--- src/rtl/audio_dac_tx.sv ---
// I2S DAC transmitter: buffers one stereo pair and shifts it out MSB-first on the codec's BCLK/DACLRCK.
// Build option AUDIO_DAC_UNDERRUN_REPEAT_EN: an underrun frame re-sends the last loaded pair instead of 0/0.
`timescale 1ns/1ps
module audio_dac_tx (
  input  logic        CLOCK_50,
  input  logic        RESET_N,
  input  logic [15:0] leftSampleIn,
  input  logic [15:0] rightSampleIn,
  input  logic        sample_valid,
  output logic        sample_ready,
  input  logic        BCLK,
  input  logic        DACLRCK,
  output logic        DACDAT,
  output logic        frame_start,
  output logic [15:0] underrun_count
);
  typedef enum logic [1:0] {WAIT_SYNC, ARM, SHIFT, PAD} state_t;
  state_t state, state_nxt;

  logic        bclk_s1, bclk_s2, bclk_d, lr_s1, lr_s2, lr_d;
  logic        bclk_fall, lr_fall, lr_rise;
  logic        hold_full, hold_full_nxt, accept;
  logic [15:0] hold_l, hold_r, sh_l, sh_r, ur_l, ur_r, cur_word;
  logic        sel_r, sel_nxt, dat_nxt;
  logic [3:0]  bit_cnt, cnt_nxt, cnt_dec;

  always_ff @(posedge CLOCK_50 or negedge RESET_N) begin
    if (!RESET_N) begin
      {bclk_s1, bclk_s2, bclk_d} <= 3'b000;
      {lr_s1, lr_s2, lr_d}       <= 3'b000;
    end else begin
      bclk_s1 <= BCLK;    bclk_s2 <= bclk_s1; bclk_d <= bclk_s2;
      lr_s1   <= DACLRCK; lr_s2   <= lr_s1;   lr_d   <= lr_s2;
    end
  end

  assign bclk_fall = bclk_d & ~bclk_s2;
  assign lr_fall   = lr_d & ~lr_s2;
  assign lr_rise   = ~lr_d & lr_s2;

  // Load decisions use hold_full as it was before this edge, so a same-cycle accept waits a frame.
  assign accept        = sample_valid & sample_ready;
  assign hold_full_nxt = accept | (hold_full & ~lr_fall);
  assign cur_word      = sel_r ? sh_r : sh_l;
  assign cnt_dec       = bit_cnt - 4'd1;

`ifdef AUDIO_DAC_UNDERRUN_REPEAT_EN
  logic [15:0] last_l, last_r;
  always_ff @(posedge CLOCK_50 or negedge RESET_N) begin
    if (!RESET_N) begin
      last_l <= '0;
      last_r <= '0;
    end else if (lr_fall && hold_full) begin
      last_l <= hold_l;
      last_r <= hold_r;
    end
  end
  assign ur_l = last_l;
  assign ur_r = last_r;
`else
  assign ur_l = '0;
  assign ur_r = '0;
`endif

  always_comb begin
    state_nxt = state;
    dat_nxt   = DACDAT;
    cnt_nxt   = bit_cnt;
    sel_nxt   = sel_r;
    if (lr_fall) begin
      // Left frame edge is honoured in every state; it also aborts a short word.
      sel_nxt   = 1'b0;
      dat_nxt   = 1'b0;
      state_nxt = ARM;
    end else if (lr_rise && state != WAIT_SYNC) begin
      sel_nxt   = 1'b1;
      dat_nxt   = 1'b0;
      state_nxt = ARM;
    end else if (bclk_fall) begin
      case (state)
        ARM: begin
          dat_nxt   = cur_word[15];
          cnt_nxt   = 4'd15;
          state_nxt = SHIFT;
        end
        SHIFT: begin
          if (bit_cnt == 4'd0) begin
            dat_nxt   = 1'b0;
            state_nxt = PAD;
          end else begin
            dat_nxt = cur_word[cnt_dec];
            cnt_nxt = cnt_dec;
          end
        end
        default: ;
      endcase
    end
  end

  always_ff @(posedge CLOCK_50 or negedge RESET_N) begin
    if (!RESET_N) begin
      state        <= WAIT_SYNC;
      DACDAT       <= 1'b0;
      bit_cnt      <= '0;
      sel_r        <= 1'b0;
      frame_start  <= 1'b0;
      hold_full    <= 1'b0;
      sample_ready <= 1'b0;
      hold_l       <= '0;
      hold_r       <= '0;
      sh_l         <= '0;
      sh_r         <= '0;
    end else begin
      state        <= state_nxt;
      DACDAT       <= dat_nxt;
      bit_cnt      <= cnt_nxt;
      sel_r        <= sel_nxt;
      frame_start  <= lr_fall;
      hold_full    <= hold_full_nxt;
      sample_ready <= ~hold_full_nxt;
      if (accept) begin
        hold_l <= leftSampleIn;
        hold_r <= rightSampleIn;
      end
      if (lr_fall) begin
        sh_l <= hold_full ? hold_l : ur_l;
        sh_r <= hold_full ? hold_r : ur_r;
      end
    end
  end

  always_ff @(posedge CLOCK_50 or negedge RESET_N) begin
    if (!RESET_N)
      underrun_count <= '0;
    else if (lr_fall && !hold_full && underrun_count != 16'hFFFF)
      underrun_count <= underrun_count + 16'd1;
  end
endmodule
--- config.mk ---
export PLATFORM = sky130hd
export DESIGN_NAME = audio_dac_tx
export DESIGN_NICKNAME = d
export VERILOG_FILES = /design/src/rtl/audio_dac_tx.sv
export SDC_FILE = /design/constraint.sdc
export NUM_CORES = 1
export LEC_CHECK = 0
export BUFFER_PORTS_ARGS = -buffer_cell sky130_fd_sc_hd__buf_2
export CAP_MARGIN = 15
export CORE_MARGIN = 2
export CORE_UTILIZATION = 62
export CTS_CLUSTER_SIZE = 40
export DETAILED_ROUTE_END_ITERATION = 16
export PLACE_DENSITY = 0.95
export REMOVE_ABC_BUFFERS = 1
export SLEW_MARGIN = 10
export SYNTH_ARGS = -nofsm -noshare
export SYNTH_HDL_FRONTEND = slang
export SYNTH_SLANG_ARGS = --single-unit
--- constraint.sdc ---
create_clock -name CLOCK_50 -period 4.93 [get_ports CLOCK_50]
set_input_delay 0.2465 -clock CLOCK_50 [delete_from_list [all_inputs] [get_ports CLOCK_50]]
set_output_delay 0.2465 -clock CLOCK_50 [all_outputs]
set_load 0.1 [all_outputs]
=== Yosys cells after proc, flatten, opt, wreduce, memory -nomap -nowiden ===
Index checks and enable logic that the tools add are counted.

* Output and inout bits: 19
* Bits in registers: 97
* Input port bits: 37
* Word-level logic and storage cells: 70

* $add $sub $neg: 2
* Magnitude comparators: 1
* Muxes and demuxes: 19
* Bitwise logic cells: 12
* Reductions and logical operators: 13
* Equality and inequality tests: 5

{| class="wikitable"
|+ Operator list
! operator !! count
|-
| $mux 16 || 3
|-
| $add 16x1->16 const B || 1
|-
| $ne 16x16->1 const B || 1
|-
| $mux 2 || 4
|-
| $pmux 4 s2 || 1
|-
| $mux 1 || 7
|-
| $not 1->1 || 6
|-
| $reduce_bool 2->1 || 3
|-
| $and 1x1->1 || 5
|-
| $lt 4x5->1 const B || 1
|-
| $reduce_and 5->1 || 1
|-
| $bmux 1 s4 || 1
|-
| $logic_not 4->1 || 1
|-
| $mux 4 || 1
|-
| $ne 4x4->1 const B || 1
|-
| $pmux 2 s2 || 1
|-
| $reduce_bool 4->1 || 1
|-
| $sub 4x1->4 const B || 1
|-
| $logic_and 1x1->1 || 3
|-
| $reduce_and 3->1 || 1
|-
| $reduce_bool 3->1 || 1
|-
| $eq 2x1->1 const B || 1
|-
| $eq 2x2->1 const B || 1
|-
| $ne 2x2->1 const B || 1
|-
| 4 further kinds || 4
|}

=== Logic depth before layout (Yosys ltp) ===
Gate-level depths: netlist of the first run.

* Depth in word-level cells: 8
* Depth in mapped cells: 8
* Mapped depth without buffers: 7

=== Least setup slack after synthesis of the first run ===
Ideal clock, no wire load.

* Path kind: register to register
* From: reg underrun_count[3]
* To: reg underrun_count[2]
* Arrival: 2300 ps
* Library setup time: 164 ps
* Period minus slack after synthesis: 2464 ps
* Cell stages (with the launch flop): 7
* Path buffers: 1
* Path slack: 2466 ps
* Required time: 4766 ps
* Cell sequence: dfrtp_1 -> nand4_1 -> nor4_2 -> and3_1 -> buf_4 -> and3b_1 -> xor2_1

* Longest elaborated chain between the ends: 2

{| class="wikitable"
|+ Ends and longest elaborated chain
! element !! line !! text
|-
| from (decl) || 15 || <nowiki>output logic [15:0] underrun_count</nowiki>
|-
| from (signal assigned) || 136 || <nowiki>underrun_count <= underrun_count + 16'd1;</nowiki>
|-
| $ne 16x16->1 || 135 || <nowiki>else if (lr_fall && !hold_full && underrun_count != 16'hFFFF)</nowiki>
|-
| $logic_and 1x1->1 || 135 ||
|}

Every way passes these cells.
A chain may end at the register's enable or synchronous reset.

=== Worst setup path in the final report of the first run ===
* From: reg lr_s2
* To: reg underrun_count[6]

* Longest elaborated chain between the ends: 4

{| class="wikitable"
|+ Ends and longest elaborated chain
! element !! line !! text
|-
| from (decl) || 20 || <nowiki>logic bclk_s1, bclk_s2, bclk_d, lr_s1, lr_s2, lr_d;</nowiki>
|-
| from (signal assigned) || 30 || <nowiki>{lr_s1, lr_s2, lr_d} <= 3'b000;</nowiki>
|-
| from (signal assigned) || 33 || <nowiki>lr_s1 <= DACLRCK; lr_s2 <= lr_s1; lr_d <= lr_s2;</nowiki>
|-
| $not 1->1 || 38 || <nowiki>assign lr_fall = lr_d & ~lr_s2;</nowiki>
|-
| $and 1x1->1 || 38 ||
|-
| $logic_and 1x1->1 (2 in series) || 135 ||
|}

Every way passes these cells.

==> qor.csv, run 1 <==
stage,metric,value,unit
cts,post_cts_resize_count,0,
yosys,syn_area_per_cell,11.6,sq um
placed_design,gp_congestion,0.866,
yosys,ys.flop_type,dfrtp_1,
yosys,ys_seq_area_share,57.3,%
yosys,ys_top_cells_by_area,"dfrtp_1, mux2_2, nand2_1, nand3_1, mux4_1",
critical_path,cp.arrival,2420,ps
floorplan,rows,30,
timing,drv_slew,0,
global_route,grt_pass1_vias,2948,
yosys,synth-adder-area-share,1.18,%
route,vias,2957,
power_and_ir_drop,p_per_area,480,nW/um^2
timing,max_freq,470,MHz
yosys,synth_compound_area_share,3.57,%
yosys,synth.most_common_cell,dfrtp_1,
cells_and_area,fillCellCount,440,
yosys,synth-xor-area-share,3.10,%
global_route,antenna_found_initial,0,
route,vias_per_cell,5.83,
timing,setup_tns,0,ps
global_route,grt_overflow_total,0,
route,drt-total-wl,8500,microns
timing,grt_setup_unrepaired,no,
hold_path,hold_class,input pin to register,
route,dr.pass1.iters,4,
yosys,yosys-top-cells-count,"dfrtp_1, nand2_1, nand3_1",
timing,max_slew.worst_pin.slew,694,ps
yosys,yosys.cell_types.count,46,
global_route,grt_max_degree,59,
cts,path_clk_slew,90,ps
route,routedWlPerCell,16.8,microns
cells_and_area,drive_above_1_share,27.6,%
global_route,grt_pass1_wl,13700,microns
placed_design,dpl_cell_area,4550,sq um
power_and_ir_drop,ir_worst_vdd,0.454,mV
timing,fin_skew,6.73,ps
yosys,synth_top_area_share,57.3,%
route,drt_iter0_drc,207,
cts,h-tree-depth,3,
yosys,ys_warn_count,0,
placed_design,dp_cells,487,
floorplan,ios,56,
timing,setup_viol,0,
cts,cts_root_buffer,clkbuf_8,
critical_path,startpoint_type,register,
yosys,ys_ff_latch,97,
cells_and_area,final_net_count,463,
placed_design,numPortBuffers,55,
status,outcome,completed,
floorplan,die_x,86.7,microns
timing,fin_crit,2130,ps
cts,clock_path_buffers,2,
cells_and_area,areaGrowthSynthToFinish,13.3,%
yosys,yosys.area_share.simple,17.2,%
cts,clkSinkCount,97,
placed_design,dpl.hpwl,5680,microns
power_and_ir_drop,leakage,0.00239,uW
yosys,synth_edf_count,0,
critical_path,cp-end-kind,register,
route,ant_nets,0,
flow_run,drv_cap,0,
cts,cts_buffers,9,
cells_and_area,fin_cells,507,
timing,finalHoldViolations,0,
timing,layout_worst_path_cycle_share,43.2,%
yosys,async_flop_share,100,%
floorplan,die_h,86.7,microns
timing,slew_headroom,53.7,%
yosys,synth_top_family_by_area,simple AND/OR/NAND/NOR gates,
route,drc,0,
cells_and_area,fin_area,4800,sq um
cts,clk_latency,370,ps
yosys,synth_top_area_cell,dfrtp_1,
critical_path,critPathRequiredTime,5220,ps
cts,cts_tree,yes,
yosys,synthMuxAreaShare,14.3,%
critical_path,path_max_fanout,36,
yosys,synth_area,4240,sq um
floorplan,core,6720,sq um
critical_path,crit_type,register to register,
global_route,track_usage,24.1,%
floorplan,die_area,7510,sq um
cells_and_area,antenna_cells,0,
yosys,syn_inst,367,
floorplan,initial_utilization,63.1,%
-- cell usage in the layout, fill, tap and decap left out, drive strengths merged, types with 4 or more instances in the layout --
cell and n:
o21ai 6, inv 15, nand2 71, mux2 34
nor2 14, ha 4, xnor2 4, nand4 4
dfrtp 97, nor3 7, xor2 11, nand3 37
clkbuf 10, a31oi 5, buf 59, nor4 6
mux4 9
-- layer usage --
metal	wire length [microns]	global-route usage, %	up-vias
li1	-	-	1384
met1	3600	31.3	1489
met2	4420	38.7	65
met3	266	4.95	19
met4	217	12.5	0
met5	0	0	-
-- state kept, by name, indices dropped and copies added, names as in the netlist, 2 cells and up --
signal	cells
bit_cnt	4
hold_l	16
hold_r	16
sh_l	16
sh_r	16
state	2
underrun_count	16
-- path summary, 6_finish.rpt --
check | slack, ps | start | cells past startpoint | endpoint
min in group asynchronous | 370 | RESET_N | 2 | bclk_d$_DFF_PN0_
min | 100 | leftSampleIn[0] | 2 | hold_l[0]$_DFFE_PN0P_
max | 2800 | lr_s2$_DFF_PN0_ | 6 | underrun_count[6]$_DFFE_PN0P_
max in group asynchronous | 3470 | RESET_N | 3 | sh_l[13]$_DFFE_PN0N_
max reg2reg | 2800 | lr_s2$_DFF_PN0_ | 6 | underrun_count[6]$_DFFE_PN0P_
min reg2reg | 360 | lr_s1$_DFF_PN0_ | 0 | lr_s2$_DFF_PN0_
-- layout make-up --
class	instances	area, sq um	share of cell area, %
multi-input combinational	238	1670	34.7
timing repair buffer	62	358	7.45
clock inverter	6	67.6	1.41
inverter	14	52.6	1.09
sequential	97	2430	50.6
tap	80	100	2.08
clock buffer	10	128	2.66
-- timing repair --
| item | in CTS | in global routing |
|---|---|---|
| hold buffers | 3 | 0 |
| setup buffers | 0 | 0 |
| endpoints found under the hold margin | 41 | 0 |
-- worst max-delay path: stages (launching register included) --
cell	delay, ps
dfrtp_1	440
nand2b_1	190
buf_4	250
nor2_1	200
nand3_1	220
nor4b_1	530
xor2_1	190
-- power by group --
part | switching [uW] | internal, uW
Sequential | 169 | 1010
Combinational | 373 | 249
Clock | 274 | 236
-- kinds of logic (layout without fill, tap and decap cells) --
family	after synthesis	in the layout
and+or+nand+nor	154	154
DFF	97	97
muxes	43	43
buffers and inverters	32	92
AOI/OAI and AO/OA	22	22
xor gates and xnor gates	15	15
adders and majority gates	4	4
-- stage by stage --
step	setup slack (ps)	hold WS, ps	total power (uW)	utilization (%)
2_1_floorplan	2400	-49.1	1610	-
3_3_place_gp	2880	235	1740	67.7
3_5_place_dp	2790	242	1790	67.7
4_1_cts	2770	91.0	2300	71.0
5_1_grt	2600	87.8	2420	71.5
6_report	2800	101	2310	71.5
(Power assumes the default switching activity.)
==> run 2, diff against run 1 <==
--- a/config.mk
+++ b/config.mk
@@ -5,13 +5,14 @@
 export SDC_FILE = /design/constraint.sdc
 export NUM_CORES = 1
 export LEC_CHECK = 0
+export ABC_AREA = 1
 export BUFFER_PORTS_ARGS = -buffer_cell sky130_fd_sc_hd__buf_2
 export CAP_MARGIN = 15
 export CORE_MARGIN = 2
-export CORE_UTILIZATION = 62
+export CORE_UTILIZATION = 57
 export CTS_CLUSTER_SIZE = 40
 export DETAILED_ROUTE_END_ITERATION = 16
-export PLACE_DENSITY = 0.95
+export PLACE_DENSITY = 0.89
 export REMOVE_ABC_BUFFERS = 1
 export SLEW_MARGIN = 10
 export SYNTH_ARGS = -nofsm -noshare
==> constraint.sdc (replaced) <==
create_clock -name CLOCK_50 -period 2.05 [get_ports CLOCK_50]
set_input_delay 0.1025 -clock CLOCK_50 [delete_from_list [all_inputs] [get_ports CLOCK_50]]
set_output_delay 0.1025 -clock CLOCK_50 [all_outputs]
set_load 0.1 [all_outputs]
==> qor.csv, run 2 <==
stage,metric,value,unit,change
status,outcome,completed,,unchanged
critical_path,reg2reg_from,bit_cnt[0]$_DFFE_PN0P_,,was lr_s2$_DFF_PN0_
hold_path,hold_class,input pin to asynchronous set/reset pin,,was input pin to register
critical_path,crit_chain,"inv_2, ha_1, inv_1, nand3_1, nand3_1, nand3_1, nand3_1, a21oi_1",,"was nand2b_1, buf_4, nor2_1, nand3_1, nor4b_1, xor2_1"
cts,h-tree-depth,3,,unchanged
yosys,synth_top_area_share,56.2,%,was 57.3%
yosys,synth_top_area_cell,dfrtp_1,,unchanged
critical_path,cp-end-kind,register,,unchanged
cts,post_cts_resize_count,0,,unchanged
placed_design,pre_cts_slack,216,ps,was 2790 ps
yosys,ys_top_cells_by_area,"dfrtp_1, mux2_2, nand3_1, nand2_1, inv_1",,"was dfrtp_1, mux2_2, nand2_1, nand3_1, mux4_1"
route,routedWlPerCell,13.7,microns,was 16.8 microns
route,drt-total-wl,8580,microns,was 8500 microns
cts,cts_tree,yes,,unchanged
yosys,synth.most_common_cell,dfrtp_1,,unchanged
yosys,ys.flop_type,dfrtp_1,,unchanged
timing,grt_setup_unrepaired,no,,unchanged
route,vias,3308,,was 2957
yosys,syn_area_per_cell,9.95,sq um,was 11.6 sq um
floorplan,die_h,91.0,microns,was 86.7 microns
critical_path,cp-startpoint,bit_cnt[0]$_DFFE_PN0P_,,was lr_s2$_DFF_PN0_
yosys,async_flop_share,100,%,unchanged
cts,cts_root_buffer,clkbuf_8,,unchanged
critical_path,critPathRequiredTime,2340,ps,was 5220 ps
placed_design,numPortBuffers,55,,unchanged
floorplan,initial_utilization,59.2,%,was 63.1%
cells_and_area,fillCellCount,526,,was 440
placed_design,gp_congestion,0.991,,was 0.866
power_and_ir_drop,ir_worst_vdd,0.755,mV,was 0.454 mV
yosys,ys_seq_area_share,56.2,%,was 57.3%
power_and_ir_drop,leakage,0.00250,uW,was 0.00239 uW
flow_run,drv_cap,0,,unchanged
cells_and_area,drive_above_1_share,23.8,%,was 27.6%
cts,clk_latency,360,ps,was 370 ps
timing,fin_skew,12.5,ps,was 6.73 ps
floorplan,die_x,91.0,microns,was 86.7 microns
floorplan,rows,31,,was 30
critical_path,path_max_fanout,11,,was 36
cells_and_area,areaGrowthSynthToFinish,21.2,%,was 13.3%
yosys,synth_edf_count,0,,unchanged
cells_and_area,final_net_count,563,,was 463
timing,layout_setup_ws,170,ps,was 2800 ps
cells_and_area,seq_area,2430,sq um,unchanged
yosys,yosys-top-cells-count,"dfrtp_1, nand2_1, nand3_1",,unchanged
route,drt_iter0_drc,196,,was 207
timing,slew_headroom,63.2,%,was 53.7%
timing,max_freq,532,MHz,was 470 MHz
timing,drv_slew,0,,unchanged
route,dr.pass1.iters,4,,unchanged
cts,clock_path_buffers,2,,unchanged
yosys,ys_warn_count,0,,unchanged
cts,path_clk_slew,90,ps,about the same
floorplan,core,7290,sq um,was 6720 sq um
timing,setup_viol,0,,unchanged
route,drc,0,,unchanged
timing,layout_worst_path_cycle_share,91.7,%,was 43.2%
timing,max_slew.worst_pin.slew,553,ps,was 694 ps
cts,clkSinkCount,97,,unchanged
cells_and_area,fin_area,5230,sq um,was 4800 sq um
global_route,track_usage,22.6,%,was 24.1%
cells_and_area,antenna_cells,0,,unchanged
yosys,syn_inst,434,,was 367
global_route,grt_max_degree,60,,was 59
placed_design,dpl.hpwl,5670,microns,was 5680 microns
cells_and_area,final_common_cell,dfrtp_1,,unchanged
cells_and_area,fin_cells,624,,was 507
cells_and_area,fin_util,71.7,%,was 71.5%
global_route,antenna_found_initial,0,,unchanged
global_route,grt_pass1_vias,3303,,was 2948
yosys,synth_area,4320,sq um,was 4240 sq um
critical_path,cpMaxStageDelayCell,dfrtp_1,,was nor4b_1
critical_path,startpoint_type,register,,unchanged
route,vias_per_cell,5.30,,was 5.83
yosys,yosys.cell_types.count,30,,was 46
critical_path,cp.arrival,2170,ps,was 2420 ps
power_and_ir_drop,p_per_area,1190,nW/um^2,was 480 nW/um^2
cts,cts_buffers,9,,unchanged
cts,hold_buffers,35,,was 3
critical_path,cp_common_cell,nand3_1,,
cells_and_area,multi_input_area,1600,sq um,was 1670 sq um
timing,finalHoldViolations,0,,unchanged
timing,fin_crit,1880,ps,was 2130 ps
placed_design,dpl_cell_area,4680,sq um,was 4550 sq um
cts,cts_setup_buffers,0,,unchanged
floorplan,die_area,8290,sq um,was 7510 sq um
placed_design,dp_cells,575,,was 487
yosys,ys_ff_latch,97,,unchanged
power_and_ir_drop,total_power,6200,uW,was 2310 uW
floorplan,ios,56,,unchanged
critical_path,crit_type,register to register,,unchanged
critical_path,max_stage_delay,560,ps,was 530 ps
global_route,grt_overflow_total,0,,unchanged
global_route,grt_pass1_wl,15100,microns,was 13700 microns
cells_and_area,mostFrequentLayoutCells,"dfrtp_1, nand2_1, nand3_1, buf_2, inv_1",,"was dfrtp_1, nand2_1, buf_2, nand3_1, mux2_2"
route,ant_nets,0,,unchanged
## run 2: cell types whose count changed after synthesis, sizes merged, moves of 3 or more
cell,previous run,this run
nand2b,3,0
a31oi,5,0
nand3,37,70
inv,14,53
nand2,71,76
nor4,6,0
xor2,11,6
mux4,9,0
xnor2,4,7
a22oi,0,3
o21ai,6,35
## run 2: path summary, 6_finish.rpt
kind                                     endpoint  slack [ps]  depth (start not counted)
setup / recovery               DACDAT$_DFFE_PN0P_         170                          8
hold / removal             hold_r[10]$_DFFE_PN0P_         270                          2
setup reg to reg               DACDAT$_DFFE_PN0P_         170                          8
hold reg to reg                 bclk_s2$_DFF_PN0_         350                          0
max in group asynchronous  hold_l[14]$_DFFE_PN0P_        1110                          3
min in group CLOCK_50         hold_full$_DFF_PN0_         320                          4
## run 2: final cells by class
cell class | count | share of cell area, %
Sequential cell | 97 | 46.4
Multi-Input combinational cell | 266 | 30.6
Inverter | 53 | 3.80
Timing Repair Buffer | 95 | 13.0
Clock inverter | 2 | 0.718
Clock buffer | 12 | 3.16
Tap cell | 99 | 2.37
## run 2: cells by family after synthesis
family / synth area share [%]
AND/OR/NAND/NOR: 19.4
flip-flops: 56.2
buffers and inverters: 6.72
AO/OA/AOI/OAI: 5.51
multiplexers: 8.35
XOR/XNOR: 2.64
adder cells (fa/ha/maj): 1.16
## run 2: per-stage QoR
stage          setup TNS [ps]  hold slack (ps)
6_report                    0              265
5_1_grt                     0              306
4_1_cts                     0              273
3_5_place_dp                0              129
3_3_place_gp                0              111
2_1_floorplan           -9950             -193
## run 2: power by group
group / switching (uW) / internal, uW / total (uW)
sequential: 344 / 2460 / 2800
clock: 610 / 651 / 1260
combinational: 1380 / 760 / 2140
total: 2330 / 3870 / 6200
## run 2: worst max-delay path: cells and delay by family, from the launching register on
family                   cells  cell delay [ps]
AND/OR/NAND/NOR              4              390
buffers and inverters        2              310
adder cells (fa/ha/maj)      1              430
AO/OA/AOI/OAI                1              130
flip-flops                   1              560
## run 2: layer usage
layer	GRT usage (%)	share of wire (%)
met1	28.7	42
met2	37.4	50
met5	0	0
met4	8.84	1.9
met3	5.64	5.3
